**src/rtl/divider_64b_reg_if.sv**
```systemverilog
// Start/valid bundle between the arithmetic controller and divider_64b_reg.
// Operand and result widths follow WIDTH.
interface divider_64b_reg_if #(
    parameter int WIDTH = 64
);
    logic             iStart;
    logic             iSigned;
    logic [WIDTH-1:0] iDividend;
    logic [WIDTH-1:0] iDivisor;
    logic             oBusy;
    logic             oValid;
    logic [WIDTH-1:0] oQuotient;
    logic [WIDTH-1:0] oRemainder;
    logic             oDivZero;

    modport master (
        output iStart, iSigned, iDividend, iDivisor,
        input  oBusy, oValid, oQuotient, oRemainder, oDivZero
    );

    modport slave (
        input  iStart, iSigned, iDividend, iDivisor,
        output oBusy, oValid, oQuotient, oRemainder, oDivZero
    );
endinterface

```
**src/rtl/divider_64b_reg.sv**
```systemverilog
// Iterative restoring divider, one quotient bit per enabled cycle.
// Define DIVIDER_64B_REG_SIGNED_EN to honour iSigned (adds the FIX state).
module divider_64b_reg #(
    parameter int WIDTH = 64
) (
    input  logic iClk,
    input  logic iRstN,
    input  logic iEn,
    input  logic iClr,
    divider_64b_reg_if.slave bus
);
    localparam int CW = $clog2(WIDTH) + 1;

    typedef enum logic [1:0] {
        IDLE = 2'd0,
        BUSY = 2'd1,
`ifdef DIVIDER_64B_REG_SIGNED_EN
        FIX  = 2'd2,
`endif
        DONE = 2'd3
    } state_t;

    state_t           state_q, state_d;
    logic [CW-1:0]    cnt_q, cnt_d;
    logic [WIDTH-1:0] acc_q, acc_d;
    logic [WIDTH-1:0] dvs_q, dvs_d;
    logic [WIDTH-1:0] rem_q, rem_d;
    logic [WIDTH-1:0] quo_o_q, quo_o_d;
    logic [WIDTH-1:0] rem_o_q, rem_o_d;
    logic             dz_q, dz_d;
    logic [WIDTH:0]   rem_sh;
    logic             ge;
`ifdef DIVIDER_64B_REG_SIGNED_EN
    logic             sgn_q, sgn_d;
    logic             negq_q, negq_d;
    logic             negr_q, negr_d;
    logic             sd, ss;
`else
    logic             unused_signed;
    assign unused_signed = bus.iSigned;
`endif

    // acc holds the unconsumed dividend bits and collects quotient bits in their place
    assign rem_sh = {rem_q, acc_q[WIDTH-1]};
    assign ge     = rem_sh >= {1'b0, dvs_q};

    always_comb begin
        state_d = state_q;
        cnt_d   = cnt_q;
        acc_d   = acc_q;
        dvs_d   = dvs_q;
        rem_d   = rem_q;
        quo_o_d = quo_o_q;
        rem_o_d = rem_o_q;
        dz_d    = dz_q;
`ifdef DIVIDER_64B_REG_SIGNED_EN
        sgn_d   = sgn_q;
        negq_d  = negq_q;
        negr_d  = negr_q;
        sd      = bus.iSigned & bus.iDividend[WIDTH-1];
        ss      = bus.iSigned & bus.iDivisor[WIDTH-1];
`endif
        if (iClr) begin
            state_d = IDLE;
            cnt_d   = '0;
            acc_d   = '0;
            dvs_d   = '0;
            rem_d   = '0;
            quo_o_d = '0;
            rem_o_d = '0;
            dz_d    = 1'b0;
`ifdef DIVIDER_64B_REG_SIGNED_EN
            sgn_d   = 1'b0;
            negq_d  = 1'b0;
            negr_d  = 1'b0;
`endif
        end else if (iEn) begin
            unique case (1'b1)
                (state_q == IDLE),
                (state_q == DONE): begin
                    if (bus.iStart) begin
                        state_d = BUSY;
                        cnt_d   = '0;
                        rem_d   = '0;
`ifdef DIVIDER_64B_REG_SIGNED_EN
                        acc_d   = sd ? -bus.iDividend : bus.iDividend;
                        dvs_d   = ss ? -bus.iDivisor : bus.iDivisor;
                        sgn_d   = bus.iSigned;
                        negq_d  = sd ^ ss;
                        negr_d  = sd;
`else
                        acc_d   = bus.iDividend;
                        dvs_d   = bus.iDivisor;
`endif
                    end
                end
                (state_q == BUSY): begin
                    cnt_d = cnt_q + 1'b1;
                    acc_d = {acc_q[WIDTH-2:0], ge};
                    rem_d = ge ? rem_sh[WIDTH-1:0] - dvs_q
                               : rem_sh[WIDTH-1:0];
                    if (cnt_q == CW'(WIDTH - 1)) begin
                        quo_o_d = {acc_q[WIDTH-2:0], ge};
                        rem_o_d = rem_d;
                        dz_d    = (dvs_q == '0);
`ifdef DIVIDER_64B_REG_SIGNED_EN
                        state_d = sgn_q ? FIX : DONE;
`else
                        state_d = DONE;
`endif
                    end
                end
`ifdef DIVIDER_64B_REG_SIGNED_EN
                // divide-by-zero keeps the all-ones quotient; remainder sign restores the dividend
                (state_q == FIX): begin
                    if (negq_q && !dz_q) quo_o_d = -quo_o_q;
                    if (negr_q)          rem_o_d = -rem_o_q;
                    state_d = DONE;
                end
`endif
                default: ;
            endcase
        end
    end

    always_ff @(posedge iClk or negedge iRstN) begin
        if (!iRstN) begin
            state_q <= IDLE;
            cnt_q   <= '0;
            acc_q   <= '0;
            dvs_q   <= '0;
            rem_q   <= '0;
            quo_o_q <= '0;
            rem_o_q <= '0;
            dz_q    <= 1'b0;
`ifdef DIVIDER_64B_REG_SIGNED_EN
            sgn_q   <= 1'b0;
            negq_q  <= 1'b0;
            negr_q  <= 1'b0;
`endif
        end else begin
            state_q <= state_d;
            cnt_q   <= cnt_d;
            acc_q   <= acc_d;
            dvs_q   <= dvs_d;
            rem_q   <= rem_d;
            quo_o_q <= quo_o_d;
            rem_o_q <= rem_o_d;
            dz_q    <= dz_d;
`ifdef DIVIDER_64B_REG_SIGNED_EN
            sgn_q   <= sgn_d;
            negq_q  <= negq_d;
            negr_q  <= negr_d;
`endif
        end
    end

`ifdef DIVIDER_64B_REG_SIGNED_EN
    assign bus.oBusy = (state_q == BUSY) || (state_q == FIX);
`else
    assign bus.oBusy = (state_q == BUSY);
`endif
    assign bus.oValid     = (state_q == DONE);
    assign bus.oQuotient  = quo_o_q;
    assign bus.oRemainder = rem_o_q;
    assign bus.oDivZero   = dz_q;
endmodule
```
**src/flat_wrapper.sv**
```systemverilog
// flat-port wrapper written by rule: the top's interface ports become plain ports
module divider_64b_reg_flat 
#(
    parameter int WIDTH = 64
)
  (iClk, iRstN, iEn, iClr, bus_iStart, bus_iSigned, bus_iDividend, bus_iDivisor, bus_oBusy, bus_oValid, bus_oQuotient, bus_oRemainder, bus_oDivZero);
  divider_64b_reg_if #(.WIDTH(WIDTH)) bus_i ();
  input  logic iClk;
  input  logic iRstN;
  input  logic iEn;
  input  logic iClr;
  input wire logic [$bits(bus_i.iStart)-1:0] bus_iStart;
  input wire logic [$bits(bus_i.iSigned)-1:0] bus_iSigned;
  input wire logic [$bits(bus_i.iDividend)-1:0] bus_iDividend;
  input wire logic [$bits(bus_i.iDivisor)-1:0] bus_iDivisor;
  output wire logic [$bits(bus_i.oBusy)-1:0] bus_oBusy;
  output wire logic [$bits(bus_i.oValid)-1:0] bus_oValid;
  output wire logic [$bits(bus_i.oQuotient)-1:0] bus_oQuotient;
  output wire logic [$bits(bus_i.oRemainder)-1:0] bus_oRemainder;
  output wire logic [$bits(bus_i.oDivZero)-1:0] bus_oDivZero;
  assign bus_i.iStart = bus_iStart;
  assign bus_i.iSigned = bus_iSigned;
  assign bus_i.iDividend = bus_iDividend;
  assign bus_i.iDivisor = bus_iDivisor;
  assign bus_oBusy = bus_i.oBusy;
  assign bus_oValid = bus_i.oValid;
  assign bus_oQuotient = bus_i.oQuotient;
  assign bus_oRemainder = bus_i.oRemainder;
  assign bus_oDivZero = bus_i.oDivZero;
  divider_64b_reg #(.WIDTH(WIDTH)) u_core (.iClk(iClk), .iRstN(iRstN), .iEn(iEn), .iClr(iClr), .bus(bus_i));
endmodule
```
**config.mk**
```make
export PLATFORM = sky130hd
export DESIGN_NAME = divider_64b_reg_flat
export DESIGN_NICKNAME = d
export VERILOG_FILES = /design/src/rtl/divider_64b_reg_if.sv /design/src/rtl/divider_64b_reg.sv /design/src/flat_wrapper.sv
export SDC_FILE = /design/constraint.sdc
export NUM_CORES = 1
export LEC_CHECK = 0
export ABC_CLOCK_PERIOD_IN_PS = 3700
export CAP_MARGIN = 20
export CORE_MARGIN = 3
export CORE_UTILIZATION = 55
export CTS_CLUSTER_SIZE = 8
export DETAILED_ROUTE_END_ITERATION = 8
export PLACE_DENSITY = 0.82
export SLEW_MARGIN = 40
export SYNTH_ARGS = -nofsm -noshare
export SYNTH_HDL_FRONTEND = slang
export SYNTH_SLANG_ARGS = --single-unit
export TNS_END_PERCENT = 1
```
**constraint.sdc**
```tcl
create_clock -name iClk -period 3.7 [get_ports iClk]
set_input_delay 0.74 -clock iClk [delete_from_list [all_inputs] [get_ports iClk]]
set_output_delay 0.74 -clock iClk [all_outputs]
set_load 0.01 [all_outputs]
```
==> results by group <==
STA
  • Slew HR: 0.451
  • Setup violators final: 0
  • Final hold vios: 0
  • Final Slew Violations: 0
  • Worst-case clock skew: between 0.02 and 0.025 ns
  • FMAX: around 0.28 GHz
  • Fin crit share: 0.963
  • Final WS setup: 0.137 ns
  • Worst-Margin Slew: between 0.8 and 0.9 ns
  • Tmin final: roughly 3.6 ns
  • RSZ-0062 raised after global routing: true

Placed design
  • I/O Buffers: roughly 260
  • Hpwl dp: between 30000 and 40000 um
  • Cell area after placement: 21100 um^2
  • DP Worst Slack: roughly 0.17 ns
  • Placed insts: between 2k and 2.5k
  • Placer Congestion: 0.951

CTS
  • Root Driver: clkbuf_16
  • Post-cts hold buffer count: 0
  • Max clock buf depth: 3
  • Total CTS buffers: between 40 and 50
  • Clock-pin slew of the registers on the worst-case setup and hold paths: approximately 0.050 ns
  • Clock sink count: 330
  • Post-CTS setup buffers: 0
  • CTS tree: built
  • Clock Latency Late Sink: ~0.56 ns
  • Clock H-tree levels: 2
  • CTS-repair resized insts: 0

Synthesis
  • Gate Count Post-Synth: around 1.8k
  • Post-synth top area share: 0.463
  • Mapped Nets: slightly above 2k
  • Post-synth cell types: between 70 and 80
  • Post-synth EDFFs: 0
  • Post-synth top cells: dfrtp_1, nand2_1, a22o_1, mux2i_1, o31ai_1
  • Synth area leader: dfrtp_1
  • FFs w/ async S/R, synth: 1.00
  • Ys flop type: dfrtp_1
  • #FFs+latches synth: 330
  • Seq/Total Area, Yosys: 0.463
  • Warnings from Yosys: 0
  • Top-count cell post-synth: dfrtp_1
  • Mapped Area: 17800 um^2
  • Avg Inst Size Synth: a little under 10 um^2
  • Synth area leaders: dfrtp_1, mux2i_1, a22o_1

Worst hold path
  • Hold Crit Class: primary input to asynchronous set/reset pin

Route
  • Via/cell ratio: around 6.2
  • Vias: 15.4k
  • Initial DRT Pass Iterations: 7
  • DR WL/cell: roughly 21 um
  • DRT iter0 DRCs: roughly 1.2k
  • Post-route ant nets: 0
  • Routed WL: approximately 53000 um
  • DR DRC count: 0

Worst setup path
  • Setup crit end kind: flop
  • Critical-path maximum fanout: 23
  • Critical path class: flop to flop
  • Data required time at the worst endpoint: approximately 4 ns
  • WP data arrival: 3.98 ns
  • Startpoint Class: flop

Power
  • Leakage power total: about 10 nW
  • PwrDens: around 730 nW/um^2
  • Power, Total: around 0.016 W
  • Worst VDD drop: between 0.4 and 0.5 mV

Global route
  • Initial antenna violation count: 2
  • GRT overflow: 0
  • First-pass GRT wire length: around 83000 um
  • Largest net degree at the start of global routing: 98
  • Vias in the first global route: about 15k
  • All-Layer GR Usage: 0.301

Floorplanning
  • Die width: about 190 um
  • I/O pin total: around 270
  • Core ar.: ~32000 um^2
  • DIE HEIGHT: about 190 um
  • Site Rows: 65
  • Die footprint: ~35000 um^2
  • Starting Density: 0.562

Finish
  • Multi-input combinational cell area: between 8000 and 9000 um^2
  • # fillers: ~2.4k
  • Share of layout cells above drive strength 1: 0.0777
  • Sequential cell area: ~8300 um^2
  • Area growth syn-to-layout: 25.7%
  • Layout net count: between 2k and 2.5k
  • Post-Layout Cell Count: 2475
  • Final design area excluding fillers: roughly 22000 um^2

Run
  • # Max-Cap Violations: 0

Outcome
  • Status: completed
-- through the flow --
stage,utilization,hold WS (ns),TNS (ns)
2_1_floorplan,-,0.444,0
3_3_place_gp,0.664,0.465,0
3_5_place_dp,0.664,0.471,0
4_1_cts,0.705,0.251,0
5_1_grt,0.707,0.0324,-0.204
6_report,0.707,0.0302,0
-- final cells by class --
cell class,instances,share of cell area
diodes,1,0.000112
multi-input cells,1278,0.392
repair buffers,330,0.146
well taps,402,0.0224
clock buffers,50,0.0539
clock inverters,3,0.00357
flip-flops and latches,330,0.368
inverters,81,0.0136
-- report_power, final --
| group | switching, W | internal, W | total (W) |
|---|---|---|---|
| Combinational | 0.00482 | 0.00355 | 0.00837 |
| Sequential | 0.000225 | 0.00385 | 0.00408 |
| Clock | 0.00154 | 0.00236 | 0.00390 |
| Total | 0.00659 | 0.00976 | 0.0163 |
-- state kept, by name, indices dropped and copies added (netlist names) --
signal / count
u_core.state_q: 2
u_core.acc_q: 64
u_core.dvs_q: 64
u_core.bus.oQuotient: 64
u_core.bus.oRemainder: 64
u_core.cnt_q: 7
u_core.bus.oDivZero: 1
u_core.rem_q: 64
-- cells by family after synthesis --
logic type | Yosys count | synth area share
flip-flops | 330 | 0.463
adder cells (fa/ha/maj) | 68 | 0.0482
AND/OR/NAND/NOR | 446 | 0.111
buffers and inverters | 205 | 0.0496
XOR/XNOR | 58 | 0.0285
AO/OA/AOI/OAI | 581 | 0.229
multiplexers | 125 | 0.0705
-- placed cells by master (no fill, tap or decap), types with 4 or more instances in the layout --
| cell | instances |
|---|---|
| a211oi_1 | 8 |
| xnor2_1 | 40 |
| nand2_1 | 266 |
| and2_1 | 6 |
| o21ai_0 | 116 |
| nand4_1 | 25 |
| a31oi_1 | 8 |
| o21bai_1 | 18 |
| inv_1 | 81 |
| or3_1 | 4 |
| and3_1 | 12 |
| o21a_1 | 11 |
| buf_12 | 9 |
| o31ai_1 | 122 |
| ha_1 | 64 |
| nor2b_1 | 4 |
| xor2_1 | 18 |
| mux2i_2 | 5 |
| clkdlybuf4s50_1 | 261 |
| a21oi_1 | 88 |
| a211o_1 | 4 |
| o21ai_1 | 11 |
| buf_4 | 56 |
| nand2b_1 | 4 |
| nand3_1 | 21 |
| o211ai_1 | 6 |
| a21o_1 | 23 |
| dfrtp_1 | 330 |
| nor2_1 | 50 |
| nor4_1 | 20 |
| mux2i_1 | 119 |
| clkbuf_16 | 48 |
| nor3_1 | 13 |
| a22o_1 | 127 |
-- path summary, 6_finish.rpt --
path / cells after the start / slack (ns) / endpoint / startpoint
setup / recovery: 13 / 0.14 / u_core.bus.oRemainder[17] / u_core.dvs_q[23]
hold / removal: 1 / 0.03 / u_core.bus.oRemainder[9] / iRstN
setup reg to reg: 13 / 0.14 / u_core.bus.oRemainder[17] / u_core.dvs_q[23]
hold reg to reg: 2 / 0.48 / u_core.bus.oRemainder[30] / u_core.bus.oRemainder[30]
max in group asynchronous: 3 / 2.68 / u_core.acc_q[60] / iRstN
min in group iClk: 2 / 0.48 / u_core.bus.oRemainder[30] / u_core.bus.oRemainder[30]
-- layer usage --
layer | vias up | share of wire | GRT usage
li1 | 7075 | - | -
met1 | 7624 | 0.42 | 0.410
met2 | 577 | 0.47 | 0.480
met3 | 103 | 0.081 | 0.0737
met4 | 0 | 0.030 | 0.0923
met5 | - | 0 | 0
-- critical path, cell delays in order (launching register included) --
cell       delay (ns)
dfrtp_1          0.39
inv_1            0.06
ha_1             0.43
nand2_1          0.13
o21ai_0          0.35
nand3_1          0.12
a21oi_1          0.40
nor3_2           0.12
nor3_2           0.31
o2111ai_2        0.19
nand2_4          0.21
buf_12           0.23
mux2i_1          0.34
o21ai_0          0.14
(Power assumes the default switching activity.)
